==> src/rtl/hazard_stall_unit.sv <==
// hazard_stall_unit: pipeline hazard controller for the 5-stage RV32 core.
// Resolves load-use stalls, taken-branch flushes and data-memory wait freezes,
// runs a memory-wait watchdog and keeps saturating performance counters.
module hazard_stall_unit #(
  parameter int TIMEOUT = 16,
  parameter int CNT_W   = 16
) (
  input  logic             clk,
  input  logic             rst,
  input  logic [4:0]       RS1_2,
  input  logic [4:0]       RS2_2,
  input  logic             Uses_RS2_2,
  input  logic [4:0]       RD_3,
  input  logic             Mem_Read_3,
  input  logic             Branch_Taken_3,
  input  logic             Mem_Req_4,
  input  logic             Mem_Ready_4,
  input  logic             Err_Clear,
  input  logic             Perf_Clear,
  output logic             Stall_PC,
  output logic             Stall_1,
  output logic             Bubble_3,
  output logic             Flush_2,
  output logic             Freeze,
  output logic             Mem_Timeout,
  output logic [CNT_W-1:0] Stall_Count,
  output logic [CNT_W-1:0] Flush_Count,
  output logic [CNT_W-1:0] Freeze_Count
);

  typedef enum logic [1:0] {
    S_RUN   = 2'd0,
    S_WAIT  = 2'd1,
    S_ERROR = 2'd2
  } state_t;

  localparam logic [CNT_W-1:0] CNT_MAX = '1;
  localparam logic [CNT_W-1:0] CNT_ONE = CNT_W'(1);
  localparam logic [CNT_W-1:0] CNT_TO  = CNT_W'(TIMEOUT);

  state_t           state_q, state_d;
  logic [CNT_W-1:0] wait_cnt_q, wait_cnt_d;
  logic             mem_timeout_q, mem_timeout_d;
  logic [CNT_W-1:0] stall_count_q, stall_count_d;
  logic [CNT_W-1:0] flush_count_q, flush_count_d;
  logic [CNT_W-1:0] freeze_count_q, freeze_count_d;

  logic load_use;
  logic mem_wait;
  logic wait_done;

  // Hazard detection terms; a dropped request while waiting counts as done.
  always_comb begin
    load_use  = Mem_Read_3 && (RD_3 != 5'd0) &&
                ((RD_3 == RS1_2) || (Uses_RS2_2 && (RD_3 == RS2_2)));
    mem_wait  = Mem_Req_4 && !Mem_Ready_4;
    wait_done = Mem_Ready_4 || !Mem_Req_4;
  end

  // Control outputs: Freeze beats branch flush beats load-use, all forced low in reset.
  always_comb begin
    Stall_PC = 1'b0;
    Stall_1  = 1'b0;
    Bubble_3 = 1'b0;
    Flush_2  = 1'b0;
    Freeze   = 1'b0;
    if (!rst) begin
      unique case (state_q)
        S_RUN:   Freeze = mem_wait;
        S_WAIT:  Freeze = !wait_done;
        S_ERROR: Freeze = 1'b1;
        default: Freeze = 1'b0;
      endcase
      if (!Freeze) begin
        if (Branch_Taken_3) begin
          Flush_2  = 1'b1;
          Bubble_3 = 1'b1;
        end else if (load_use) begin
          Stall_PC = 1'b1;
          Stall_1  = 1'b1;
          Bubble_3 = 1'b1;
        end
      end
    end
  end

  // Memory-wait FSM with watchdog counter and sticky timeout flag.
  always_comb begin
    state_d       = state_q;
    wait_cnt_d    = wait_cnt_q;
    mem_timeout_d = mem_timeout_q;
    unique case (state_q)
      S_RUN: begin
        if (mem_wait) begin
          state_d    = S_WAIT;
          wait_cnt_d = CNT_ONE;
        end else begin
          wait_cnt_d = '0;
        end
      end
      S_WAIT: begin
        if (wait_done) begin
          state_d    = S_RUN;
          wait_cnt_d = '0;
        end else begin
          wait_cnt_d = wait_cnt_q + CNT_ONE;
          if (wait_cnt_d == CNT_TO) begin
            state_d       = S_ERROR;
            mem_timeout_d = 1'b1;
          end
        end
      end
      S_ERROR: begin
        if (Err_Clear) begin
          state_d       = S_RUN;
          wait_cnt_d    = '0;
          mem_timeout_d = 1'b0;
        end
      end
      default: begin
        state_d    = S_RUN;
        wait_cnt_d = '0;
      end
    endcase
  end

  // Saturating event counters; a clear wins over a same-cycle increment.
  always_comb begin
    stall_count_d  = stall_count_q;
    flush_count_d  = flush_count_q;
    freeze_count_d = freeze_count_q;
    if (Perf_Clear) begin
      stall_count_d  = '0;
      flush_count_d  = '0;
      freeze_count_d = '0;
    end else begin
      if (Stall_PC && (stall_count_q != CNT_MAX))
        stall_count_d = stall_count_q + CNT_ONE;
      if (Flush_2 && (flush_count_q != CNT_MAX))
        flush_count_d = flush_count_q + CNT_ONE;
      if (Freeze && (freeze_count_q != CNT_MAX))
        freeze_count_d = freeze_count_q + CNT_ONE;
    end
  end

  // State and counter registers, cleared immediately by reset.
  always_ff @(posedge clk or posedge rst) begin
    if (rst) begin
      state_q        <= S_RUN;
      wait_cnt_q     <= '0;
      mem_timeout_q  <= 1'b0;
      stall_count_q  <= '0;
      flush_count_q  <= '0;
      freeze_count_q <= '0;
    end else begin
      state_q        <= state_d;
      wait_cnt_q     <= wait_cnt_d;
      mem_timeout_q  <= mem_timeout_d;
      stall_count_q  <= stall_count_d;
      flush_count_q  <= flush_count_d;
      freeze_count_q <= freeze_count_d;
    end
  end

  assign Mem_Timeout  = mem_timeout_q;
  assign Stall_Count  = stall_count_q;
  assign Flush_Count  = flush_count_q;
  assign Freeze_Count = freeze_count_q;

endmodule

==> config.mk <==
export PLATFORM = sky130hd
export DESIGN_NAME = hazard_stall_unit
export DESIGN_NICKNAME = d
export VERILOG_FILES = /design/src/rtl/hazard_stall_unit.sv
export SDC_FILE = /design/constraint.sdc
export NUM_CORES = 1
export LEC_CHECK = 0
export ABC_AREA = 1
export ABC_CLOCK_PERIOD_IN_PS = 1900
export BUFFER_PORTS_ARGS = -buffer_cell sky130_fd_sc_hd__clkbuf_2
export CAP_MARGIN = 15
export CORE_AREA = 2 2 96 98
export CTS_CLUSTER_SIZE = 12
export DETAILED_ROUTE_END_ITERATION = 12
export DIE_AREA = 0 0 98 100
export GPL_ROUTABILITY_DRIVEN = 0
export PLACE_DENSITY = 0.8
export SKIP_CTS_REPAIR_TIMING = 1
export SLEW_MARGIN = 20
export SYNTH_ARGS = -nofsm -noshare
export SYNTH_HDL_FRONTEND = slang
export SYNTH_SLANG_ARGS = --single-unit
export TNS_END_PERCENT = 5
==> constraint.sdc <==
create_clock -name clk -period 1.9 [get_ports clk]
set_input_delay 0.19 -clock clk [delete_from_list [all_inputs] [get_ports clk]]
set_output_delay 0.19 -clock clk [all_outputs]
set_load 0.02 [all_outputs]
# [Yosys cells after proc, flatten, opt, wreduce, memory -nomap -nowiden]
# Index checks and enable logic that the tools add are counted.
[word_totals] reg_bits=67 out_inout_bits=54 mem_bits_ro=0 ram_bits=0 inputBits=24 latchBits=0 memories=0
[op_classes] n_reduce_logical=20 n_div=0 n_mul=0 shifts=0 eq_ne=13 n_bitwise=0 n_addsub=4 muxes=32 magnitude_cmp=0
[ops] op="two-way mux 16 bit" count=8
[ops] op="adder 16 x 1 -> 16 bit (second input constant)" count=4
[ops] op="!= test 16 bit (second input constant)" count=3
[ops] op="one-hot mux 16 bit (3 select lines)" count=1
[ops] op="== test 16 x 5 -> 1 bit (second input constant)" count=1
[ops] op="two-way mux 1 bit" count=16
[ops] op="== test 5 bit" count=2
[ops] op="two-way mux 2 bit" count=4
[ops] op="!= test 2 bit (second input constant)" count=4
[ops] op="nonzero test 2 bit" count=4
[ops] op="logical AND 1 bit" count=7
[ops] op="one-hot mux 2 bit (3 select lines)" count=1
[ops] op="nonzero test 5 bit" count=1
[ops] op="AND reduction 4 bit" count=1
[ops] op="logical NOT 1 bit" count=3
[ops] op="!= test 3 bit (second input constant)" count=1
[ops] op="one-hot mux 1 bit (3 select lines)" count=1
[ops] op="AND reduction 3 bit" count=1
[ops] op="== test 2 x 1 -> 1 bit (second input constant)" count=1
[ops] op="== test 2 bit (second input constant)" count=1
[ops] op="logical NOT 2 bit" count=1
[ops] op="logical OR 1 bit" count=2
[ops] op="one-hot mux 1 bit (2 select lines)" count=1

# [Longest topological paths before layout]
# Gate-level depths: netlist (run 1).
[logic_depth] depth_word=11 ltp_mapped=11

# [Worst setup path after synthesis (run 1)]
# Ideal clock, no wire load.
[synth_timing] path_type="flip-flop to flip-flop" start="reg stall_count_q[0], in the netlist Stall_Count[0]" end="reg stall_count_q[2], in the netlist Stall_Count[2]" path_stages_with_launch=10 t_required_ns=1.783 setup_ns=0.117 setup_slack_ns=0.176 period_less_slack_ns=1.724 arrival_time_ns=1.607 cell_sequence="dfrtp_1 -> ha_1 -> nand2_1 -> nor2_1 -> nand4_1 -> nand4_4 -> nand2_4 -> buf_6 -> nand2_1 -> nand2_1"
[synth_between] elab_chain_cells=3 elab_cells_between_ends=6
[synth_lines] item="start: declaration" line_no="44" source="logic [CNT_W-1:0] stall_count_q, stall_count_d;"
[synth_lines] item="start signal: assignment" line_no="159" source="stall_count_q <= stall_count_d;"
[synth_lines] item="adder 16 x 1 -> 16 bit or != test 16 bit (tied branches)" line_no="138, 137"
[synth_lines] item="two-way mux 16 bit or logical AND 1 bit (tied branches)" line_no="137" source="if (Stall_PC && (stall_count_q != CNT_MAX))"
[synth_lines] item="two-way mux 16 bit or nonzero test 2 bit (tied branches)"
# Several ways; a longest one is shown, not always the timed one. The select of a mux whose other input is x is not followed.
# A chain may end at the register's enable or synchronous reset.

# [Worst setup path after layout (run 1)]
[layout_timing] start="reg state_q[1]" end="reg stall_count_q[14], in the netlist Stall_Count[14]"
[layout_between] elab_chain_cells=7 elab_cells_between_ends=9
[layout_lines] item="start: declaration" line_no="41" source="state_t state_q, state_d;"
[layout_lines] item="start signal: assignment" line_no="156" source="state_q <= state_d;"
[layout_lines] item="== test 2 bit (tied with other cells)" line_no="68" source="unique case (state_q)"
[layout_lines] item="one-hot mux 1 bit (3 select lines) *" line_no="68"
[layout_lines] item="two-way mux 1 bit *" line_no="67" source="if (!rst) begin"
[layout_lines] item="two-way mux 1 bit *" line_no="74" source="if (!Freeze) begin"
[layout_lines] item="two-way mux 1 bit *" line_no="67"
[layout_lines] item="logical AND 1 bit *" line_no="137"
[layout_lines] item="nonzero test 2 bit (no source line) *"
# Mark *: on every way between the ends. The rest lies on a longest branch, timed or not. The select of a mux whose other input is x is not followed.

==> impl_metrics.ini, run 1 <==
[routing]
firstDrtPassIters = 5
avgRoutedWirePerCell_um = 13.7
final_antenna_net_count = 0
wirelength_um = 10900
met1_length_um = 4650
dr.first_iter.drc_count = 270
viasPerCell = 5.48
wl_met2_um = 5320
via_count = 4387
top_layer_used = met4
wl_met3_um = 746
route.detailed.drc = 0

[worst_setup_path]
rr_worst_depth = 9
crit_start = state_q[1]
crit_path_end_kind = flop
reg2reg_setup_slack_ns = 0.09
critPathLaunchType = flop
path_class = flop to flop
worst-path-max-fanout = 18
cp.required_ns = 2.19
timing.rr.start = state_q[1]
endpoint = Stall_Count[14]
worst_r2r_endpoint = Stall_Count[14]
cp.arrival_ns = 2.10

[yosys]
yosys-top-cells-area = dfrtp_1 (38%), nand2_1 (14%), nand3_1 (6.2%)
synth_area_leader_cell = dfrtp_1
synth.top_cell.area_share_pct = 38.4
postSynthCellCount = 598
synth_edf_count = 0
synth_top_flop_cell = dfrtp_1
yosys_warnings = 0
ys_seq_elements = 67
synth_area_per_cell_um2 = 7.30
syn_area_mm2 = 0.00437
async_flop_share_pct = 100
ys_types = 42
synth-seq-area-share_pct = 38.4
synth_nets = 626

[power]
irDropWorstVdd_v = 0.000408
switching_share_pct = 25.9
power.total_mw = 2.92
power_density_mw_per_mm2 = 568
p_leak_nw = 2.43
p_seq_share_pct = 49.6
power_switching_mw = 0.756
clkPwrFrac_pct = 42.1
comb_power_share_pct = 8.3
intPower_mw = 2.16

[timing]
slew_viol_final = 0
period_needed_ns = 1.81
rsz0062_at_grt = true
finalHoldViolCount = 0
fmax_mhz = 552
finalSetupViolCount = 0
holdWs_ns = 0.155
finalClockSkew_ns = 0.0136
relSlewSlack_pct = 46.2
tightestPinTransition_ns = 0.802
post-route-period-util_pct = 95.4

[clocking]
clk_pin_slew_worst_paths_ns = 0.07
numCtsBuffers = 9
tritoncts = yes
cts_buffer_depth = 2
cts_root_buffer = clkbuf_8
cts_htree_levels = 3
clk_latency_ns = 0.35
cts_sinks = 67

[worst_hold_path]
min_path_type = input port to flop
worstHoldStart = Mem_Ready_4

[finish]
fin_nets = 712
antennaDiodeCount = 0
drive_gt1_share_pct = 21.2
area_delta_synth_final_pct = 17.7
fin_area_mm2 = 0.00514

[placement]
placed_cell_area_mm2 = 0.00489
portBuffers = 77
place_hpwl_um = 8060

[floorplan]
start_util_pct = 49.1
die_y_um = 100
core-area_mm2 = 0.00889
chipWidth_um = 98
die_area_mm2 = 0.00980
io_pins = 78
num_rows = 35

[outcome]
status = finished, final reports clean

[global_route]
grt_first_pass_wirelength_um = 18400
grt_max_degree = 31
antenna_found_initial = 0
grt_pass1_vias = 4132
grt.overflow.total = 0
track_usage_pct = 22.7

[job]
maxCapViolations = 0
==> state kept, by name (all words and copies together) (netlist names) <==
signal	cells
Stall_Count	16
Mem_Timeout	1
Freeze_Count	16
state_q	2
Flush_Count	16
wait_cnt_q	16
==> synth_stat cells (3+ instances only) <==
cell type  count
nand2_1      166
dfrtp_1       67
nor2_1        64
inv_1         63
nand3_1       54
xor2_1        24
o21ai_0       22
nor3_1        20
a21oi_1       17
nand4_1       15
o31ai_1        8
clkbuf_1       7
nor2_2         6
nor3_2         5
ha_1           4
inv_2          4
nand2_4        4
xnor2_1        4
buf_4          3
nor2_4         3
nor4_1         3
o21ai_1        3
o21ai_2        3
o22ai_1        3
==> power by group through the flow <==
stage | Combinational, mW | Sequential (mW) | Clock (mW)
finish | 0.241 | 1.45 | 1.23
global route | 0.269 | 1.45 | 1.32
CTS | 0.239 | 1.45 | 1.24
detailed placement | 0.239 | 1.48 | 0
global placement | 0.233 | 1.48 | 0
floorplan | 0.140 | 1.48 | 0
==> per-layer routing <==
layer / GRT usage, % / up-vias
li1: - / 2123
met1: 28.6 / 2063
met2: 38.7 / 180
met3: 3.62 / 21
met4: 10.1 / 0
met5: 0 / -
==> worst min path at each step <==
stage	end	slack (ns)	cells after the start
floorplan	Flush_Count[1]	0.35	3
global route	wait_cnt_q[1]	0.21	4
detailed placement	wait_cnt_q[1]	0.27	2
finish	wait_cnt_q[1]	0.16	4
global placement	wait_cnt_q[0]	0.26	2
CTS	Flush_Count[8]	-0.10	2
==> metrics by stage <==
step	util (%)	setup slack (ns)	setup TNS [ns]	std cells
floorplan	-	0.0268	0	598
global placement	55.1	0.133	0	783
detailed placement	55.1	0.0471	0	783
CTS	57.3	0.0415	0	799
global route	57.8	-0.0687	-0.646	800
finish	57.8	0.0868	0	800
==> area by class of cell <==
| cell class | count | area, um^2 |
|---|---|---|
| clock buffer | 11 | 141 |
| sequential | 67 | 1680 |
| clock inverter | 5 | 61.3 |
| inverter | 68 | 255 |
| tap | 111 | 139 |
| timing repair buffer | 88 | 483 |
| multi-input combinational | 450 | 2380 |
| fill | 821 | 3750 |
==> cells in the final DEF, fill, tap and decap left out, types with 2 or more instances in the layout <==
master and n:
clkinv_4 2, nand3_1 53, nand3b_1 2, nand3_2 3
nor2_2 6, buf_4 9, nor4_2 2, dfrtp_1 66
inv_2 5, buf_2 2, a21oi_1 17, nor2_1 63
nand2_4 3, nor3_2 6, nor4_1 3, ha_1 3
o22ai_1 3, o31ai_1 8, clkbuf_8 10, xor2_1 24
o21ai_0 22, nand4_1 15, nand2_1 165, a21oi_2 2
inv_1 62, nor2_4 4, o21a_1 2, nor2_8 2
nor3b_1 2, o21ai_1 3, nand2_2 3, xnor2_1 4
clkbuf_2 75, nor3_1 19, o21ai_2 3
==> cell families after synthesis <==
kind of cell | Yosys count | synth area share, %
and+or+nand+nor | 355 | 38.3
xor gates and xnor gates | 28 | 5.61
adders and majority gates | 4 | 1.15
AOI/OAI and AO/OA | 63 | 8.74
buffers and inverters | 81 | 7.79
DFF | 67 | 38.4
==> critical path, stage by stage, from the launching register on <==
cell and delay, ns:
dfrtp_1 0.40, inv_2 0.11, nor2_4 0.05, a21oi_2 0.14, inv_2 0.06, nor3_2 0.26
nand4_4 0.35, nand2_8 0.23, nand2_1 0.08, nand2_1 0.07
No activity file was read; power rests on OpenSTA's default activity.
==> run 2: changes to the inputs <==
Settings changed: ABC_CLOCK_PERIOD_IN_PS 1900 to 1600.
Clock period 1.9 ns to 1.6 ns, I/O delays scaled along.
==> run 2 against run 1 <==
Via count is 5.0% higher. The run now ends with setup timing left. Largest cell class unchanged. Global-route usage is 2.6 points higher. First-iteration DRC count is 7.8% lower. Final area is 11% higher. Clock power is 41% higher. Fmax is 1.4% higher. Critical path type unchanged. Routed wire length is 12% higher. Clock-buffer cell count is 2 lower. Critical path depth is 1 higher. Clock skew is 0.0050 ns lower. Worst hold slack worse by 0.0069 ns. Highest routed layer unchanged.
==> impl_metrics.ini, run 2 (synthesis gave the netlist of run 1 again) <==
[timing]
finalHoldViolCount = 0
relSlewSlack_pct = 65.4
slew_viol_final = 0
fin_ws_ns = -0.188
period_needed_ns = 1.79
rsz0062_at_grt = true
fmax_mhz = 559
finalSetupViolCount = 39
finalClockSkew_ns = 0.00855
post-route-period-util_pct = 112
holdWs_ns = 0.148
tightestPinTransition_ns = 0.518

[power]
p_leak_nw = 2.76
power_density_mw_per_mm2 = 661
irDropWorstVdd_v = 0.000511

[outcome]
violations = setup timing
status = finished, violations left

[clocking]
cts_htree_levels = 3
numCtsBuffers = 9
cts_buffer_depth = 2
clk_pin_slew_worst_paths_ns = 0.08
cts_sinks = 67
tritoncts = yes
clk_latency_ns = 0.36
cts_root_buffer = clkbuf_8

[global_route]
gr-usage-met1_pct = 31.3
antenna_found_initial = 0
grt_max_degree = 68
grt_pass1_vias = 4557
use_met2_pct = 43.3
track_usage_pct = 25.3
grt_first_pass_wirelength_um = 20300
met3_usage_pct = 3.76
grt-busiest-layer = met2
grt.overflow.total = 0

[worst_setup_path]
worst_r2r_endpoint = state_q[0]
reg2reg_setup_slack_ns = -0.19
slowest_delay_ns = 0.44
crit_path_end_kind = flop
cp.required_ns = 1.85
worst-path-max-fanout = 4
critPathLaunchType = flop
timing.rr.start = wait_cnt_q[4]
cp_common_cell = nand2_1
slowest_stage = dfrtp_1
path_class = flop to flop
cp.arrival_ns = 2.03
rr_worst_depth = 10
crit_chain = nand2_1, nor2_2, nand3_1, nand2_1, nand2_1, nor2_1, nand2_1, nor2_2, nand2_1, a21o_1

[floorplan]
io_pins = 78
chipWidth_um = 98
start_util_pct = 49.1
num_rows = 35
core-area_mm2 = 0.00889
die_y_um = 100
die_area_mm2 = 0.00980

[finish]
drive_gt1_share_pct = 29.9
utilization_pct = 64.4
final_common_cell = nand2_1
fin_nets = 768
antennaDiodeCount = 0
most-common-layout-cells = nand2_1 (160), clkbuf_2 (73), dfrtp_1 (67), buf_4 (66), inv_1 (60)
area_delta_synth_final_pct = 31.1

[placement]
place_hpwl_um = 8620
portBuffers = 77

[routing]
wirelength_um = 12300
dr.first_iter.drc_count = 249
via_count = 4605
avgRoutedWirePerCell_um = 14.3
route.detailed.drc = 0
final_antenna_net_count = 0
firstDrtPassIters = 5
viasPerCell = 5.38

[worst_hold_path]
whs_path_depth = 2
min_to = Freeze_Count[1]
worstHoldStart = Perf_Clear
min_path_type = input port to flop

[job]
maxCapViolations = 0
-- run 2: metal layers --
layer  part of all wire, %  up-vias
met5                     0        -
met4                   2.7        0
met3                   5.5       38
met2                    51      181
met1                    41     2154
li1                      -     2232
-- run 2: worst max path at each step --
stage / start / to / slack [ns]
4_1_cts: state_q[1] / Stall_1 / -0.25
5_1_grt: wait_cnt_q[4] / state_q[0] / -0.35
6_report: wait_cnt_q[4] / state_q[0] / -0.19
3_3_place_gp: wait_cnt_q[0] / state_q[0] / -0.03
3_5_place_dp: state_q[1] / Flush_Count[12] / -0.11
2_1_floorplan: Stall_Count[0] / Stall_Count[2] / -0.12
-- run 2: power by group --
part	internal (mW)	total [mW]	switching, mW
logic	0.116	0.328	0.212
clock network	1.03	1.74	0.710
registers	1.70	1.72	0.0102
-- run 2: layout make-up --
| cell class | instances | area (um^2) |
|---|---|---|
| clock buffer | 9 | 124 |
| clock inverter | 7 | 116 |
| fill | 734 | 3170 |
| inverter | 68 | 259 |
| multi-input combinational | 450 | 2480 |
| sequential | 67 | 1680 |
| tap | 111 | 139 |
| timing repair buffer | 144 | 933 |
-- run 2: worst max-delay path, delay by kind of cell, from the launching register on --
| family | cells | cell delay, ns |
|---|---|---|
| AO/OA/AOI/OAI | 1 | 0.15 |
| AND/OR/NAND/NOR | 9 | 1.08 |
| flip-flops | 1 | 0.44 |
-- run 2: metrics by stage --
| stage | std cells | setup TNS, ns | cell area, um^2 | total power [mW] | setup slack, ns |
|---|---|---|---|---|---|
| floorplan | 598 | -2.35 | 4370 | 1.93 | -0.124 |
| global placement | 837 | -0.0722 | 5320 | 2.05 | -0.0297 |
| detailed placement | 837 | -1.06 | 5320 | 2.06 | -0.106 |
| CTS | 853 | -3.70 | 5560 | 3.77 | -0.247 |
| global route | 856 | -7.09 | 5720 | 3.90 | -0.346 |
| finish | 856 | -2.45 | 5720 | 3.78 | -0.188 |
